**src/rtl/spi_slave_core_pkg.sv**
```systemverilog
// Shared definitions for the SPI target engine.
//   SPI_TRANS_*_BITS : dtb_i word-size codes, common with the SPI master
//   spi_slv_state_e  : target FSM states
//   spi_slv_cfg_t    : per-frame configuration captured at nss fall
//   word_bits()      : dtb code -> word length in bits (8..32)
package spi_slave_core_pkg;

  localparam logic [1:0] SPI_TRANS_8_BITS  = 2'd0;
  localparam logic [1:0] SPI_TRANS_16_BITS = 2'd1;
  localparam logic [1:0] SPI_TRANS_24_BITS = 2'd2;
  localparam logic [1:0] SPI_TRANS_32_BITS = 2'd3;

  typedef enum logic [1:0] {
    SPI_SLV_IDLE,
    SPI_SLV_LOAD,
    SPI_SLV_SHIFT,
    SPI_SLV_DONE
  } spi_slv_state_e;

  typedef struct packed {
    logic       samp_rise;  // 1: sample on rising sck, shift on falling
    logic       lsb;
    logic [1:0] dtb;
  } spi_slv_cfg_t;

  function automatic logic [5:0] word_bits(input logic [1:0] dtb);
    logic [2:0] bytes;
    bytes = {1'b0, dtb} + 3'd1;
    return {bytes, 3'b000};
  endfunction

endpackage

```
**src/rtl/spi_slave_sync.sv**
```systemverilog
// Synchroniser and edge detector for the asynchronous SPI pins.
// Each pin passes SYNC_STAGES flops; one further register on sck/nss gives
// single-cycle rise/fall pulses aligned with the synchronised levels.
// Ports:
//   clk_i, rst_n_i               system clock, async active-low reset
//   spi_sck_i/nss_i/mosi_i       raw pins
//   nss_o, mosi_o                synchronised levels
//   sck_rise_o, sck_fall_o       sck edge pulses
//   nss_rise_o, nss_fall_o       nss edge pulses
module spi_slave_sync #(
  parameter int unsigned SYNC_STAGES = 2
) (
  input  logic clk_i,
  input  logic rst_n_i,
  input  logic spi_sck_i,
  input  logic spi_nss_i,
  input  logic spi_mosi_i,
  output logic nss_o,
  output logic mosi_o,
  output logic sck_rise_o,
  output logic sck_fall_o,
  output logic nss_rise_o,
  output logic nss_fall_o
);

  logic [SYNC_STAGES-1:0] sck_sr;
  logic [SYNC_STAGES-1:0] nss_sr;
  logic [SYNC_STAGES-1:0] mosi_sr;
  logic                   sck_d;
  logic                   nss_d;
  logic                   sck_s;

  // nss resets high (deselected) so leaving reset never fakes a frame start.
  always_ff @(posedge clk_i or negedge rst_n_i) begin
    if (!rst_n_i) begin
      sck_sr  <= '0;
      nss_sr  <= '1;
      mosi_sr <= '0;
      sck_d   <= 1'b0;
      nss_d   <= 1'b1;
    end else begin
      sck_sr  <= {sck_sr[SYNC_STAGES-2:0], spi_sck_i};
      nss_sr  <= {nss_sr[SYNC_STAGES-2:0], spi_nss_i};
      mosi_sr <= {mosi_sr[SYNC_STAGES-2:0], spi_mosi_i};
      sck_d   <= sck_s;
      nss_d   <= nss_o;
    end
  end

  assign sck_s      = sck_sr[SYNC_STAGES-1];
  assign nss_o      = nss_sr[SYNC_STAGES-1];
  assign mosi_o     = mosi_sr[SYNC_STAGES-1];
  assign sck_rise_o = sck_s & ~sck_d;
  assign sck_fall_o = ~sck_s & sck_d;
  assign nss_rise_o = nss_o & ~nss_d;
  assign nss_fall_o = ~nss_o & nss_d;

endmodule

```
**src/rtl/spi_slave_core.sv**
```systemverilog
// SPI target engine: oversamples an external master's sck/nss/mosi on clk_i,
// deserialises mosi into rx words and serialises tx words onto miso.
// CPOL/CPHA modes 0-3, MSB/LSB first, 8/16/24/32-bit words.
// Ports:
//   clk_i, rst_n_i                 system clock, async active-low reset
//   en_i                           core enable
//   cpol_i, cpha_i, lsb_i, dtb_i   frame configuration (latched at nss fall)
//   tx_valid_i/tx_ready_o/tx_data_i  tx fifo pop interface
//   rx_valid_o/rx_ready_i/rx_data_o  rx fifo push interface
//   busy_o, udr_o, ovr_o           status: frame active, underrun, overrun
//   spi_sck_i, spi_nss_i, spi_mosi_i, spi_miso_o  SPI pins
//   spi_miso_en_o                  miso pad enable (only with SPI_SLV_MISO_OE_EN)
// Build option: define SPI_SLV_MISO_OE_EN to add spi_miso_en_o; miso then
// holds its last bit outside a frame instead of returning to 0.
module spi_slave_core
  import spi_slave_core_pkg::*;
#(
  parameter int unsigned SYNC_STAGES = 2
) (
  input  logic        clk_i,
  input  logic        rst_n_i,
  input  logic        en_i,
  input  logic        cpol_i,
  input  logic        cpha_i,
  input  logic        lsb_i,
  input  logic [1:0]  dtb_i,
  input  logic        tx_valid_i,
  output logic        tx_ready_o,
  input  logic [31:0] tx_data_i,
  output logic        rx_valid_o,
  input  logic        rx_ready_i,
  output logic [31:0] rx_data_o,
  output logic        busy_o,
  output logic        udr_o,
  output logic        ovr_o,
  input  logic        spi_sck_i,
  input  logic        spi_nss_i,
  input  logic        spi_mosi_i,
  output logic        spi_miso_o
`ifdef SPI_SLV_MISO_OE_EN
  ,
  output logic        spi_miso_en_o
`endif
);

`ifdef SPI_SLV_MISO_OE_EN
  localparam bit IdleMisoZero = 1'b0;
`else
  localparam bit IdleMisoZero = 1'b1;
`endif

  spi_slv_state_e state;
  spi_slv_cfg_t   cfg;
  logic [31:0]    tx_word;
  logic [31:0]    rx_word;
  logic [31:0]    load_word;
  logic [5:0]     bit_cnt;
  logic [5:0]     nbits;
  logic [4:0]     first_idx;
  logic [4:0]     next_idx;
  logic           nss_s;
  logic           mosi_s;
  logic           sck_rise;
  logic           sck_fall;
  logic           nss_rise;
  logic           nss_fall;
  logic           samp_edge;
  logic           shft_edge;
  logic           abort;

  spi_slave_sync #(
    .SYNC_STAGES(SYNC_STAGES)
  ) u_sync (
    .clk_i      (clk_i),
    .rst_n_i    (rst_n_i),
    .spi_sck_i  (spi_sck_i),
    .spi_nss_i  (spi_nss_i),
    .spi_mosi_i (spi_mosi_i),
    .nss_o      (nss_s),
    .mosi_o     (mosi_s),
    .sck_rise_o (sck_rise),
    .sck_fall_o (sck_fall),
    .nss_rise_o (nss_rise),
    .nss_fall_o (nss_fall)
  );

  assign nbits     = word_bits(cfg.dtb);
  assign samp_edge = cfg.samp_rise ? sck_rise : sck_fall;
  assign shft_edge = cfg.samp_rise ? sck_fall : sck_rise;
  assign load_word = tx_valid_i ? tx_data_i : '0;

  // Bit positions are taken modulo 32, so width-1 for a 32-bit word is 31.
  assign first_idx = cfg.lsb ? 5'd0 : nbits[4:0] - 5'd1;
  assign next_idx  = cfg.lsb ? bit_cnt[4:0] : nbits[4:0] - 5'd1 - bit_cnt[4:0];

  assign busy_o = ~nss_s & en_i;

  // A completed word in DONE survives an nss rise; only en_i kills it there.
  assign abort = (state != SPI_SLV_IDLE) && (!en_i ||
                 (nss_rise && (state == SPI_SLV_LOAD || state == SPI_SLV_SHIFT)));

`ifdef SPI_SLV_MISO_OE_EN
  assign spi_miso_en_o = busy_o;
`endif

  always_ff @(posedge clk_i or negedge rst_n_i) begin
    if (!rst_n_i) begin
      state      <= SPI_SLV_IDLE;
      cfg        <= '0;
      tx_word    <= '0;
      rx_word    <= '0;
      bit_cnt    <= '0;
      tx_ready_o <= 1'b0;
      rx_valid_o <= 1'b0;
      rx_data_o  <= '0;
      udr_o      <= 1'b0;
      ovr_o      <= 1'b0;
      spi_miso_o <= 1'b0;
    end else begin
      tx_ready_o <= 1'b0;
      rx_valid_o <= 1'b0;
      udr_o      <= 1'b0;
      ovr_o      <= 1'b0;
      if (abort) begin
        state <= SPI_SLV_IDLE;
        if (IdleMisoZero) spi_miso_o <= 1'b0;
      end else begin
        case (state)
          SPI_SLV_IDLE: begin
            if (IdleMisoZero) spi_miso_o <= 1'b0;
            if (en_i && nss_fall) begin
              cfg   <= '{samp_rise: ~(cpol_i ^ cpha_i), lsb: lsb_i, dtb: dtb_i};
              state <= SPI_SLV_LOAD;
            end
          end
          SPI_SLV_LOAD: begin
            tx_word    <= load_word;
            spi_miso_o <= load_word[first_idx];
            tx_ready_o <= tx_valid_i;
            udr_o      <= ~tx_valid_i;
            rx_word    <= '0;
            bit_cnt    <= '0;
            state      <= SPI_SLV_SHIFT;
          end
          SPI_SLV_SHIFT: begin
            if (samp_edge) begin
              if (cfg.lsb)
                rx_word <= (rx_word >> 1) | ({31'b0, mosi_s} << (nbits - 6'd1));
              else
                rx_word <= {rx_word[30:0], mosi_s};
              bit_cnt <= bit_cnt + 6'd1;
              if (bit_cnt + 6'd1 == nbits) state <= SPI_SLV_DONE;
            end else if (shft_edge && bit_cnt != 6'd0) begin
              // A shift edge before this word's first sample is either the
              // cpha=1 leading edge or the trailing edge of the previous word;
              // bit 0 is already on miso from LOAD, so neither advances.
              spi_miso_o <= tx_word[next_idx];
            end
          end
          SPI_SLV_DONE: begin
            if (rx_ready_i) begin
              rx_valid_o <= 1'b1;
              rx_data_o  <= rx_word;
            end else begin
              ovr_o <= 1'b1;
            end
            state <= nss_s ? SPI_SLV_IDLE : SPI_SLV_LOAD;
          end
          default: state <= SPI_SLV_IDLE;
        endcase
      end
    end
  end

endmodule
```
**config.mk**
```make
export PLATFORM = sky130hd
export DESIGN_NAME = spi_slave_core
export DESIGN_NICKNAME = d
export VERILOG_FILES = /design/src/rtl/spi_slave_core_pkg.sv /design/src/rtl/spi_slave_sync.sv /design/src/rtl/spi_slave_core.sv
export SDC_FILE = /design/constraint.sdc
export NUM_CORES = 1
export LEC_CHECK = 0
export ABC_CLOCK_PERIOD_IN_PS = 3490
export CORE_ASPECT_RATIO = 1.5
export CORE_MARGIN = 10
export CORE_UTILIZATION = 60
export DETAILED_ROUTE_END_ITERATION = 16
export DONT_BUFFER_PORTS = 1
export GPL_ROUTABILITY_DRIVEN = 0
export PLACE_DENSITY = 0.76
export SLEW_MARGIN = 25
export SYNTH_ARGS = -nofsm -noshare
export SYNTH_HDL_FRONTEND = slang
export SYNTH_SLANG_ARGS = --single-unit
```
**constraint.sdc**
```tcl
create_clock -name clk_i -period 3.49 [get_ports clk_i]
set_input_delay 0.698 -clock clk_i [delete_from_list [all_inputs] [get_ports clk_i]]
set_output_delay 0.698 -clock clk_i [all_outputs]
set_load 0.05 [all_outputs]
```
==> Word level (Yosys, flattened, before mapping) <==
Cells that the tools add are included.
{ "op_classes": {"addsub": 5, "order_cmp": 2, "eq_ne": 10, "shifts": 1, "mux": 34, "bitwise": 14, "n_reduce_logical": 18} }
{ "op_table": {"columns": ["op", "count"], "rows": [
  ["two-way mux 32 bit", 3],
  ["case mux 32 bit (2 select lines)", 1],
  ["OR 31 x 32 -> 32 bit", 1],
  ["left shift 1 x 6 -> 32 bit", 1],
  ["two-way mux 1 bit", 18],
  ["AND reduction 3 bit", 5],
  ["less-than comparator 5 x 6 -> 1 bit (second input constant)", 2],
  ["case mux 6 bit (2 select lines)", 1],
  ["binary-select mux 1 bit (select 5 bit)", 2],
  ["two-way mux 5 bit", 2],
  ["!= test 3 bit (second input constant)", 3],
  ["two-way mux 2 bit", 4],
  ["case mux 2 bit (4 select lines)", 1],
  ["inverter 1 bit", 7],
  ["adder 6 x 1 -> 6 bit (second input constant)", 1],
  ["equality test 6 bit", 1],
  ["two-way mux 6 bit", 1],
  ["!= test 3 x 2 -> 1 bit (second input constant)", 2],
  ["nonzero test 6 bit", 1],
  ["subtractor 6 x 1 -> 6 bit (second input constant)", 1],
  ["bitwise AND 1 bit", 5],
  ["subtractor 5 x 1 -> 5 bit (second input constant)", 1],
  ["subtractor 5 bit", 1],
  ["equality test 2 bit (second input constant)", 2],
  ["12 further kinds", 17]
]} }
{ "totals": {"ff_bits": 121, "inputBits": 45, "output_inout_bits": 38, "wordCells": 102} }

==> Depth between registers and ports, before layout <==
{ "logic_depth": {"ltp_word": 10, "depth_mapped": 10, "depth_no_buf": 8} }

==> Cells and area by module <==
Synthesis repeated with hierarchy kept, for this count alone.
{ "hier_totals": {"cells_unflattened": 551, "hier_area_um2": 5953.2} }
{ "modules_own_cells": {"columns": ["mod", "instances", "cells_per_inst", "area_per_inst_um2", "seq_area_each_um2"], "rows": [
  ["spi_slave_core", 1, 539, 5714.2, 2827.7],
  ["spi_slave_sync", 1, 12, 239.0, 203.9]
]} }

==> Worst setup path before layout <==
OpenSTA, ideal clock, no wires.
{ "synth_path": {"kind": "input -> register", "start": "input en_i", "end": "register cfg[0] in the netlist's numbering", "setup_time_ns": 0.125, "arrival_ns": 2.095, "required_time_ns": 3.365, "path_slack_ns": 1.270, "cell_stages": 3, "path_buffers": 0, "path_cell_list": "nor2b_1 -> nand3_1 -> mux2_2"} }
{ "synth_between": {"elab_chain_len": 5, "word_cells_on_any_way": 6, "classes_between": "1 x bitwise; 5 x reduce/logical"} }
{ "synth_lines": {"columns": ["element", "line", "rtl"], "rows": [
  ["start: declaration", "spi_slave_core.sv:22", "input logic en_i,"],
  ["logical NOT 1 bit", "spi_slave_core.sv:99", "assign abort = (state != SPI_SLV_IDLE) && (!en_i ||"],
  ["logical OR 1 bit", "spi_slave_core.sv:99", null],
  ["logical AND 1 bit", "spi_slave_core.sv:99", null],
  ["inverter 1 bit (no source line)", null, null],
  ["AND reduction 3 bit (no source line) (*)", null, null],
  ["end signal: assignment", "spi_slave_core.sv:132", "cfg <= '{samp_rise: ~(cpol_i ^ cpha_i), lsb: lsb_i, dtb: dtb_i};"],
  ["end: declaration", "spi_slave_core.sv:53", "spi_slv_cfg_t cfg;"]
]} }
Every way passes the cells marked *; elsewhere a longest branch is shown, timed or not.
A chain may end at the register's enable or synchronous reset.

==> Final worst setup path <==
{ "layout_path": {"start": "register cfg[0] in the netlist's numbering", "end": "register spi_miso_o"} }
{ "layout_between": {"elab_chain_len": 10, "word_cells_on_any_way": 13, "classes_between": "3 x add/sub; 10 x mux"} }
{ "layout_lines": {"columns": ["element", "line", "rtl"], "rows": [
  ["adder 2 x 1 -> 3 bit (*)", "spi_slave_core_pkg.sv:28", "bytes = {1'b0, dtb} + 3'd1;"],
  ["subtractor 5 x 1 -> 5 bit (*)", "spi_slave_core.sv:93, spi_slave_core.sv:94", null],
  ["subtractor 5 bit", "spi_slave_core.sv:94", "assign next_idx = cfg.lsb ? bit_cnt[4:0] : nbits[4:0] - 5'd1 - bit_cnt[4:0];"],
  ["two-way mux 5 bit", "spi_slave_core.sv:94", null],
  ["binary-select mux 1 bit (select 5 bit)", "spi_slave_core.sv:157", "spi_miso_o <= tx_word[next_idx];"],
  ["two-way mux 1 bit (implied by the code)", "spi_slave_core.sv:157", null],
  ["two-way mux 1 bit", "spi_slave_core.sv:153", "end else if (shft_edge && bit_cnt != 6'd0) begin"],
  ["two-way mux 1 bit", "spi_slave_core.sv:146", "if (samp_edge) begin"],
  ["case mux 1 bit (3 select lines) (*)", "spi_slave_core.sv:128", "case (state)"],
  ["two-way mux 1 bit (*)", "spi_slave_core.sv:124", "if (abort) begin"],
  ["end signal: assignment", "spi_slave_core.sv:138", "spi_miso_o <= load_word[first_idx];"],
  ["end signal: assignment", "spi_slave_core.sv:157", null],
  ["end: declaration", "spi_slave_core.sv:39", "output logic spi_miso_o"]
]} }
Every way passes the cells marked *; elsewhere a longest branch is shown, timed or not. The select of a mux whose other input is x is not followed.

==> results.toml <==
[timing]
worst_slack_ns = 0.948
grt_setup_unrepaired = "false"
tightest_slew_ns = 0.868
max_freq_mhz = 393
finClkSkew_ns = 0.00741
slew_violations = 0
setup_viol = 0
period_needed_ns = 2.54
slew_headroom_pct = 42.1
final.period_utilization_pct = 72.8
hold_violations = 0
setup_tns_ns = 0

[placed_design]
io_buffers = 0
hpwl_um = 9120
pre_cts_ws_ns = 0.974

[routing]
vias = 4534
drtIter0Drc = 180
ant_nets = 0
routed_wl_um = 13500
drtPass1Iterations = 4
route.detailed.drc = 0
wl_per_cell_um = 17.2
via_per_inst = 5.81

[yosys]
syn_area_um2 = 6130
synth.mux.area_fraction_pct = 10.5
synth_top_family_by_area = "simple AND/OR/NAND/NOR gates"
yosys_warnings = 0
synth-compound-area-share_pct = 13.1
avgSynthCellArea_um2 = 9.16
synth_enable_flop_cells = 0
ys_async_sr_fraction_pct = 100
synth_xor_xnor_area_share_pct = 1.82
synth-adder-area-share_pct = 1.84
yosysSeqAreaShare_pct = 49.5
yosys_most_used_dff = "dfrtp_1"
ys_ff_latch = 121
synthCells = 669
yosys.area_share.simple_pct = 18.6
syn-num-nets = 723
ys_types = 58

[setup_path]
worstPathRequired_ns = 3.77
cp.arrival_ns = 2.82
cp_num_cells = 7
critical_path_peak_fanout = 11
cpPeakStageDelay_ns = 0.51
worstSetupStartpoint = "cfg[0]$_DFFE_PN0P_"
end_kind = "register"
rrSetupSlack_ns = 0.95
r2r-end = "spi_miso_o$_DFFE_PN0P_"
crit_family = "compound AO/OA/AOI/OAI gates"
critical_path.endpoint = "spi_miso_o$_DFFE_PN0P_"
crit_chain = "ha_1 -> xnor2_2 -> mux2i_4 -> xor2_2 -> a211oi_1 -> o41ai_1 -> a21oi_1"
r2r_start = "cfg[0]$_DFFE_PN0P_"
path_class = "reg2reg"
crit_buf_inv = 0
r2r_cells = 7
cp-start-kind = "register"
crit_slowest_cell = "dfrtp_1"

[layout]
final_common_cell = "nand2_1"
num-nets-final = 704
area_growth_pct = 10.1
final_cell_mix = "230 x nand2_1, 117 x dfrtp_1, 74 x o21ai_0"
fillerInstances = 804
drive_gt1_share_pct = 11.8

[grt]
use_met1_pct = 22.1
grtUsageMet2_pct = 32.3
top_usage_layer = "met2"
grt_use_total_pct = 19.5
grt_overflow_total = 0
grt_max_degree = 119
grt_pass1_wl_um = 22600
antenna_found_initial = 1
grt_pass1_vias = 4704
met3_usage_pct = 4.71

[pwr]
p_leak_nw = 3.12
p_per_area_nw_per_um2 = 821
ir_drop_v = 0.000658

[die]
start_util_pct = 60.8
std_cell_rows = 45
core-area_um2 = 10100
die_y_um = 144
num_io_pins = 83
die_area_um2 = 14700
fp.dieW_um = 103

[clock_tree]
clock_sinks = 121
cts_tree = "yes"
cts_buffers = 17
clock_latency_ns = 0.42
cts_setup_buffers = 0
clock-root-buffer = "clkbuf_16"
clockBufferDepth = 2
cts_max_level = 4
clk_pin_slew_worst_paths_ns = 0.06

[hold_path]
hold_class = "in2async"

[outcome]
status = "finished, final reports clean"

[run]
cap_violations = 0
-- Yosys cell counts (3+ instances only) --
| cell | number | area [um^2] |
|---|---|---|
| a211oi_1 | 4 | 30.0 |
| a21oi_1 | 8 | 40.0 |
| a22o_1 | 4 | 35.0 |
| a22oi_1 | 9 | 67.6 |
| and3_1 | 3 | 18.8 |
| buf_2 | 15 | 75.1 |
| clkbuf_1 | 28 | 105 |
| dfrtp_1 | 118 | 2950 |
| dfstp_2 | 3 | 78.8 |
| ha_1 | 9 | 113 |
| inv_1 | 16 | 60.1 |
| mux2_1 | 4 | 45.0 |
| mux2_2 | 26 | 293 |
| mux2i_1 | 24 | 240 |
| nand2_1 | 230 | 863 |
| nand3_1 | 5 | 25.0 |
| nand3b_1 | 3 | 22.5 |
| nor2_1 | 7 | 26.3 |
| nor2b_1 | 7 | 43.8 |
| nor3_1 | 5 | 25.0 |
| nor3b_1 | 4 | 30.0 |
| o211ai_1 | 5 | 37.5 |
| o21ai_0 | 74 | 370 |
| o22ai_1 | 5 | 31.3 |
| o31ai_1 | 3 | 22.5 |
| xnor2_1 | 5 | 43.8 |
| xor2_1 | 4 | 35.0 |
-- per-layer routing --
metal	vias to the layer above	part of all wire, %
met5	-	0
li1	2225	-
met4	0	3.6
met2	121	52
met3	38	4.7
met1	2150	39
-- cells by family after synthesis --
group / count (synthesis)
XOR/XNOR: 11
flip-flops: 121
AND/OR/NAND/NOR: 276
multiplexers: 57
AO/OA/AOI/OAI: 132
adder cells (fa/ha/maj): 9
buffers and inverters: 63
-- final cells by class --
class                   instances  area, um^2  area share (%)
well taps                     117         146            2.17
clock buffers                  20         447            6.62
multi-input cells             485        2820            41.8
repair buffers                  9        87.6            1.30
diodes                          1        2.50          0.0371
inverters                      16        60.1           0.891
clock inverters                12         149            2.21
flip-flops and latches        121        3030            45.0
-- how the worst min path moves through the flow --
stage	start	end
after floorplan	u_sync.mosi_sr[0]$_DFF_PN0_	u_sync.mosi_sr[1]$_DFF_PN0_
after global placement	u_sync.mosi_sr[0]$_DFF_PN0_	u_sync.mosi_sr[1]$_DFF_PN0_
after CTS	rst_n_i	u_sync.nss_sr[0]$_DFF_PN1_
final	rst_n_i	u_sync.nss_sr[0]$_DFF_PN1_
after detailed placement	u_sync.mosi_sr[0]$_DFF_PN0_	u_sync.mosi_sr[1]$_DFF_PN0_
after global routing	rst_n_i	u_sync.nss_sr[0]$_DFF_PN1_
-- metrics by stage --
stage	total power, mW	hold WS [ns]	utilization [%]	instance area (um^2)	cells
6_report	5.54	0.125	66.9	6740	781
5_1_grt	5.89	0.107	66.9	6740	781
4_1_cts	5.57	0.114	66.9	6740	780
3_5_place_dp	3.76	0.339	60.7	6120	747
3_3_place_gp	3.67	0.338	60.7	6120	747
2_1_floorplan	3.44	0.331	-	6130	669
-- sequential cells by signal, summed over array words and instances (netlist names), 2 cells and up --
signal          flops
u_sync.mosi_sr      2
rx_data_o          32
state               2
rx_word            32
u_sync.nss_sr       2
u_sync.sck_sr       2
tx_word            32
cfg                 4
bit_cnt             6
-- worst register-to-register path, cell delays in order, from the launching register on --
cell and delay, ns:
dfrtp_1 0.51, ha_1 0.49, xnor2_2 0.28, mux2i_4 0.32, xor2_2 0.18, a211oi_1 0.08, o41ai_1 0.42, a21oi_1 0.13
-- where the power goes --
part,switching (mW),internal (mW)
Sequential,0.404,1.68
Combinational,1.00,0.695
Clock,0.624,1.14
Total,2.03,3.51
-- what timing repair did --
action,in CTS,in global routing
endpoints found under the hold margin,118,0
hold buffers,1,0
gates resized for setup,0,0
Note: power is estimated with default switching activity, not from simulation.
==> RTL change 1 (same settings) <==
Reset style: synchronous (`rst_n_i`), changed in 2 clocked blocks. Comments in the files are not updated.
--- a/src/rtl/spi_slave_sync.sv
+++ b/src/rtl/spi_slave_sync.sv
@@ -31,7 +31,7 @@
   logic                   sck_s;
 
   // nss resets high (deselected) so leaving reset never fakes a frame start.
-  always_ff @(posedge clk_i or negedge rst_n_i) begin
+  always_ff @(posedge clk_i) begin
     if (!rst_n_i) begin
       sck_sr  <= '0;
       nss_sr  <= '1;
--- a/src/rtl/spi_slave_core.sv
+++ b/src/rtl/spi_slave_core.sv
@@ -103,7 +103,7 @@
   assign spi_miso_en_o = busy_o;
 `endif
 
-  always_ff @(posedge clk_i or negedge rst_n_i) begin
+  always_ff @(posedge clk_i) begin
     if (!rst_n_i) begin
       state      <= SPI_SLV_IDLE;
       cfg        <= '0;
Formal check against the unedited RTL: differs if rst_n_i is asserted again (counterexample within 4 cycles, from zero or initial values and one cycle with rst_n_i low); with rst_n_i held inactive, the same outputs for 10 cycles.
==> RTL change 1 against the original RTL <==
Synthesized area shrank 4.7%. Sequential share of layout area is 7.2 points lower. Synthesized cell count fell by 7.2%. Setup slack worse by 0.088 ns. Routed wire length up 0.57%. Cell area fell by 4.8%. Sequential cell count is the same. Via count is 0.29% lower. Hold slack better by 0.23 ns. Count of clock-buffer cells in the layout increased by 1. Critical path type unchanged. Highest routed layer unchanged.
Power is not compared: it rests on default switching activity, and its combinational part moved more than twofold at a synthesized area within 25%.
==> RTL change 1: results (changes against the original RTL) <==
Initial Util=60.9% (+0.15 points); worst relative slew slack=35.4% (-6.7 points); fraction of registers with async set/reset=0% (-100 points); sequential cell area=2420 um2 (-20%); WL final=13500 um (+0.57%); wl on met1=5160 um (-2.5%); PortBufs=0 (unchanged); complex-gate fraction of the synthesized area=19.8% (+6.7 points); Setup WS pre-CTS=0.870 ns (-0.104 ns); register area share after synthesis=41.5% (-8.0 points); Synth top cells by count=128 x nand2_1, 121 x dfxtp_1, 72 x a21boi_0; multiplexer share of the synthesized area=11.1% (+0.59 points); CTS root buffer=clkbuf_16; number of global-route vias before repair=4538 (-3.5%); initial antenna violation count=0 (-1); CP max-delay cell=and3_1; diode count=0 (-1); Syn Area/Cell=9.40 um2 (+2.6%); crit-path max FO=23 (+12); critical path's top delay family=simple AND/OR/NAND/NOR gates; vias per cell=6.24 (+7.4%); metal3 WL=806 um (+27%); fillers=776 (-3.5%); share of cells above drive strength 1=13.4% (+1.7 points); Main synth FF type=dfxtp_1; largest net degree at the start of global routing=91 (-24%); met2 WL=7060 um (about the same); syn nets=676 (-6.5%); Cell variety after synth=60 (+3.4%); first-pass iteration count of the detailed router=4 (unchanged); Worst Skew=0.00634 ns (-0.00106 ns); Hold Path Class=in -> reg; Peak VDD IR=0.000495 V; largest cells by area after synthesis=dfxtp_1 42%, a21boi_0 9.3%, nand2_1 8.2%; global-route wire length before repair=22300 um (-1.4%); Placed Area=5740 um2 (-6.1%); Post-Synth XOR/XNOR Area=1.86% (+0.047 points); final std cells w/o fill=725 (-7.2%); biggest regs=rx_data_o: 32 flops, rx_word: 32 flops, tx_word: 32 flops; Worst-Skew Late Latency=roughly 0.41 ns; Iteration-0 DRC Markers=242 (+34%); DP Cell Count=693 (-7.2%); Clk pin slew, worst setup/hold paths=0.06 ns (about the same); all-layer global routing usage=19.1% (-0.34 points); fin nets=652 (-7.4%); Post-DP HPWL=9200 um (+0.79%); largest stage delay on the critical path=0.56 ns (+0.05 ns); status=finished clean; Post-Synth Adder-Cell Area=2.14% (+0.31 points)
==> RTL change 1: changes by cell type after synthesis, sizes merged, moves of 9 or more <==
cell / delta
dfxtp: +121
mux2i: -16
o221ai: +9
buf: +12
dfrtp: -118
nand2: -102
o21ai: -69
a22o: +24
a22oi: -9
a21boi: +72
nand3: +39
==> RTL change 1: power breakdown <==
group          internal, mW  leakage, nW  total (mW)  switching, mW
combinational         0.147        0.967       0.455          0.308
sequential             1.43        0.978        1.49         0.0585
clock                  1.38        0.323        1.99          0.612
total                  2.96         2.27        3.94          0.979
==> RTL change 1: final timing paths <==
check,startpoint,to,slack (ns),cells after the start
setup reg to reg,state[0]$_SDFFE_PP0P_,rx_word[13]$_SDFFE_PN0P_,0.86,8
hold / removal,tx_valid_i,udr_o$_SDFF_PP0_,0.35,1
setup / recovery,state[0]$_SDFFE_PP0P_,rx_word[13]$_SDFFE_PN0P_,0.86,8
hold reg to reg,u_sync.nss_sr[0]$_SDFF_PN1_,u_sync.nss_sr[1]$_SDFF_PN1_,0.41,1
==> RTL change 1: cells by family after synthesis <==
| group | after synthesis |
|---|---|
| simple gates | 222 |
| flops | 121 |
| fa+ha+maj | 10 |
| buf+inv | 62 |
| mux | 48 |
| xor+xnor | 10 |
| compound gates | 148 |
==> RTL change 1: per-layer routing <==
layer	global-route usage [%]	vias to the layer above
met5	0	-
met4	10.1	0
met3	4.94	41
met2	33.2	145
met1	20.6	2159
li1	-	2176
==> RTL change 1: area by class of cell <==
class	count	share of cell area, %
tap	115	2.24
clock inverter	11	3.39
sequential	121	37.7
inverter	11	0.643
timing repair buffer	8	0.935
multi-input combinational	438	47.9
clock buffer	21	7.17
==> RTL change 2 (same flow settings) <==
Without the edit above. Build with the macro `SPI_SLV_MISO_OE_EN` defined.
--- a/src/rtl/spi_slave_core.sv
+++ b/src/rtl/spi_slave_core.sv
@@ -12,6 +12,8 @@
 //   spi_miso_en_o                  miso pad enable (only with SPI_SLV_MISO_OE_EN)
 // Build option: define SPI_SLV_MISO_OE_EN to add spi_miso_en_o; miso then
 // holds its last bit outside a frame instead of returning to 0.
+`define SPI_SLV_MISO_OE_EN
+
 module spi_slave_core
   import spi_slave_core_pkg::*;
 #(
Behaviour (old outputs only; new: spi_miso_en_o): not the same (Yosys sat finds a counterexample within 10 cycles, from zero or initial values and one cycle with rst_n_i low).
==> RTL change 2 against the original RTL <==
Synthesized area is 3.1% lower. Fmax is 5.3% lower. Setup slack worse by 0.14 ns. Routed wire length shrank 6.8%. Cell area down 3.5%. Count of clock-buffer cells in the layout increased by 3. Power fell by 4.3%. Combinational power shrank 14%. Sequential cell count stayed put. First-iteration DRC count increased by 3.3%. Largest power group unchanged.
==> RTL change 2: results (changes against the original RTL) <==
status=finished clean; Post-DP HPWL=8700 um (-4.6%); Peak VDD IR=0.000510 V (-23%); Worst R2R Path Depth=8 (+1); fin nets=651 (-7.5%); complex-gate fraction of the synthesized area=11.1% (-2.1 points); Final Cycle Share=76.9% (+4.1 points); via count=4276 (-5.7%); Worst R2R Setup Slack=0.81 ns (-0.14 ns); clock buffers=23 (+15%); Clk pin slew, worst setup/hold paths=0.05 ns; Setup WS pre-CTS=0.833 ns (-0.141 ns); crit-path max FO=15 (+4); multi-input gates=440 (-9.3%); critical path's top delay family=simple AND/OR/NAND/NOR gates; Final non-clock buffer share=0.999% (-0.30 points); worst r2r src=bit_cnt[3]$_DFFE_PN0P_; global-route wire length before repair=20900 um (-7.3%); largest cells by area after synthesis=dfrtp_1 50%, nand2_1 13%, mux2i_1 6.7%; register share of the cell area=46.6% (+1.6 points); Pint=3.39 mW (-3.3%); PwrDens=814 nW/um2 (-0.86%); first-pass iteration count of the detailed router=5 (+1); Post-Synth XOR/XNOR Area=1.33% (-0.49 points); Non-clk invs=10 (-6); Worst Tran Pin Value=1.00 ns (+0.135 ns); maximum buffer depth of the clock tree=2 (unchanged); Cell variety after synth=49 (-16%); syn nets=668 (-7.6%); diode count=0 (-1); sequential cell power=2.19 mW (+5%); WP data arrival=2.98 ns (+0.16 ns); multiplexer share of the synthesized area=12.4% (+1.9 points); share of cells above drive strength 1=9.38% (-2.4 points); fillers=758 (-5.7%); Synth top cells by count=210 x nand2_1, 118 x dfrtp_1, 53 x o21ai_0; Layout clock area frac=8.67% (-0.16 points); WL final=12500 um (-6.8%); all-layer global routing usage=18.2% (-1.3 points); fraction of registers with async set/reset=100% (unchanged); initial antenna violation count=0 (-1); LEAKAGE=3.07 nW (-1.4%); post-CTS setup buffers=0 (unchanged); register area share after synthesis=51.1% (+1.6 points); Post-Synth Adder-Cell Area=2.11% (+0.27 points); DRC viols=0 (unchanged); largest stage delay on the critical path=0.66 ns (+0.15 ns); combinational power share=27.5% (-3.2 points); CP bufs+invs=1 (+1); Worst-Skew Late Latency=0.41 ns; fraction of area in multi-input gates=40.9% (-0.86 points); Plain + repair buffers=6 (-3); Iteration-0 DRC Markers=186 (+3.3%); Worst Skew=0.00609 ns (-0.00132 ns)
## RTL change 2: cell count changes in the layout (fill, tap and decap cells not counted), moves of 8 or more
cell     delta
mux2i_1    +16
a22oi_1     -8
mux2_2     -21
o21ai_0    -21
nand2_1    -20
o31ai_1    +20
## RTL change 2: layer usage
layer	GRT usage, %	share of wire, %	vias up
met5	0	0	-
met4	7.51	2.2	0
met3	5.44	5.1	24
met2	32.2	55	127
met1	19.3	38	2065
li1	-	-	2060
## RTL change 2: through the flow
step / utilization, % / std cells / hold WS [ns] / area [um2]
final: 67.2 / 723 / 0.131 / 6510
after global routing: 67.2 / 723 / 0.110 / 6510
after CTS: 67.2 / 723 / 0.113 / 6510
after detailed placement: 61.1 / 691 / 0.340 / 5920
after global placement: 61.1 / 691 / 0.337 / 5920
after floorplan: - / 613 / 0.331 / 5930
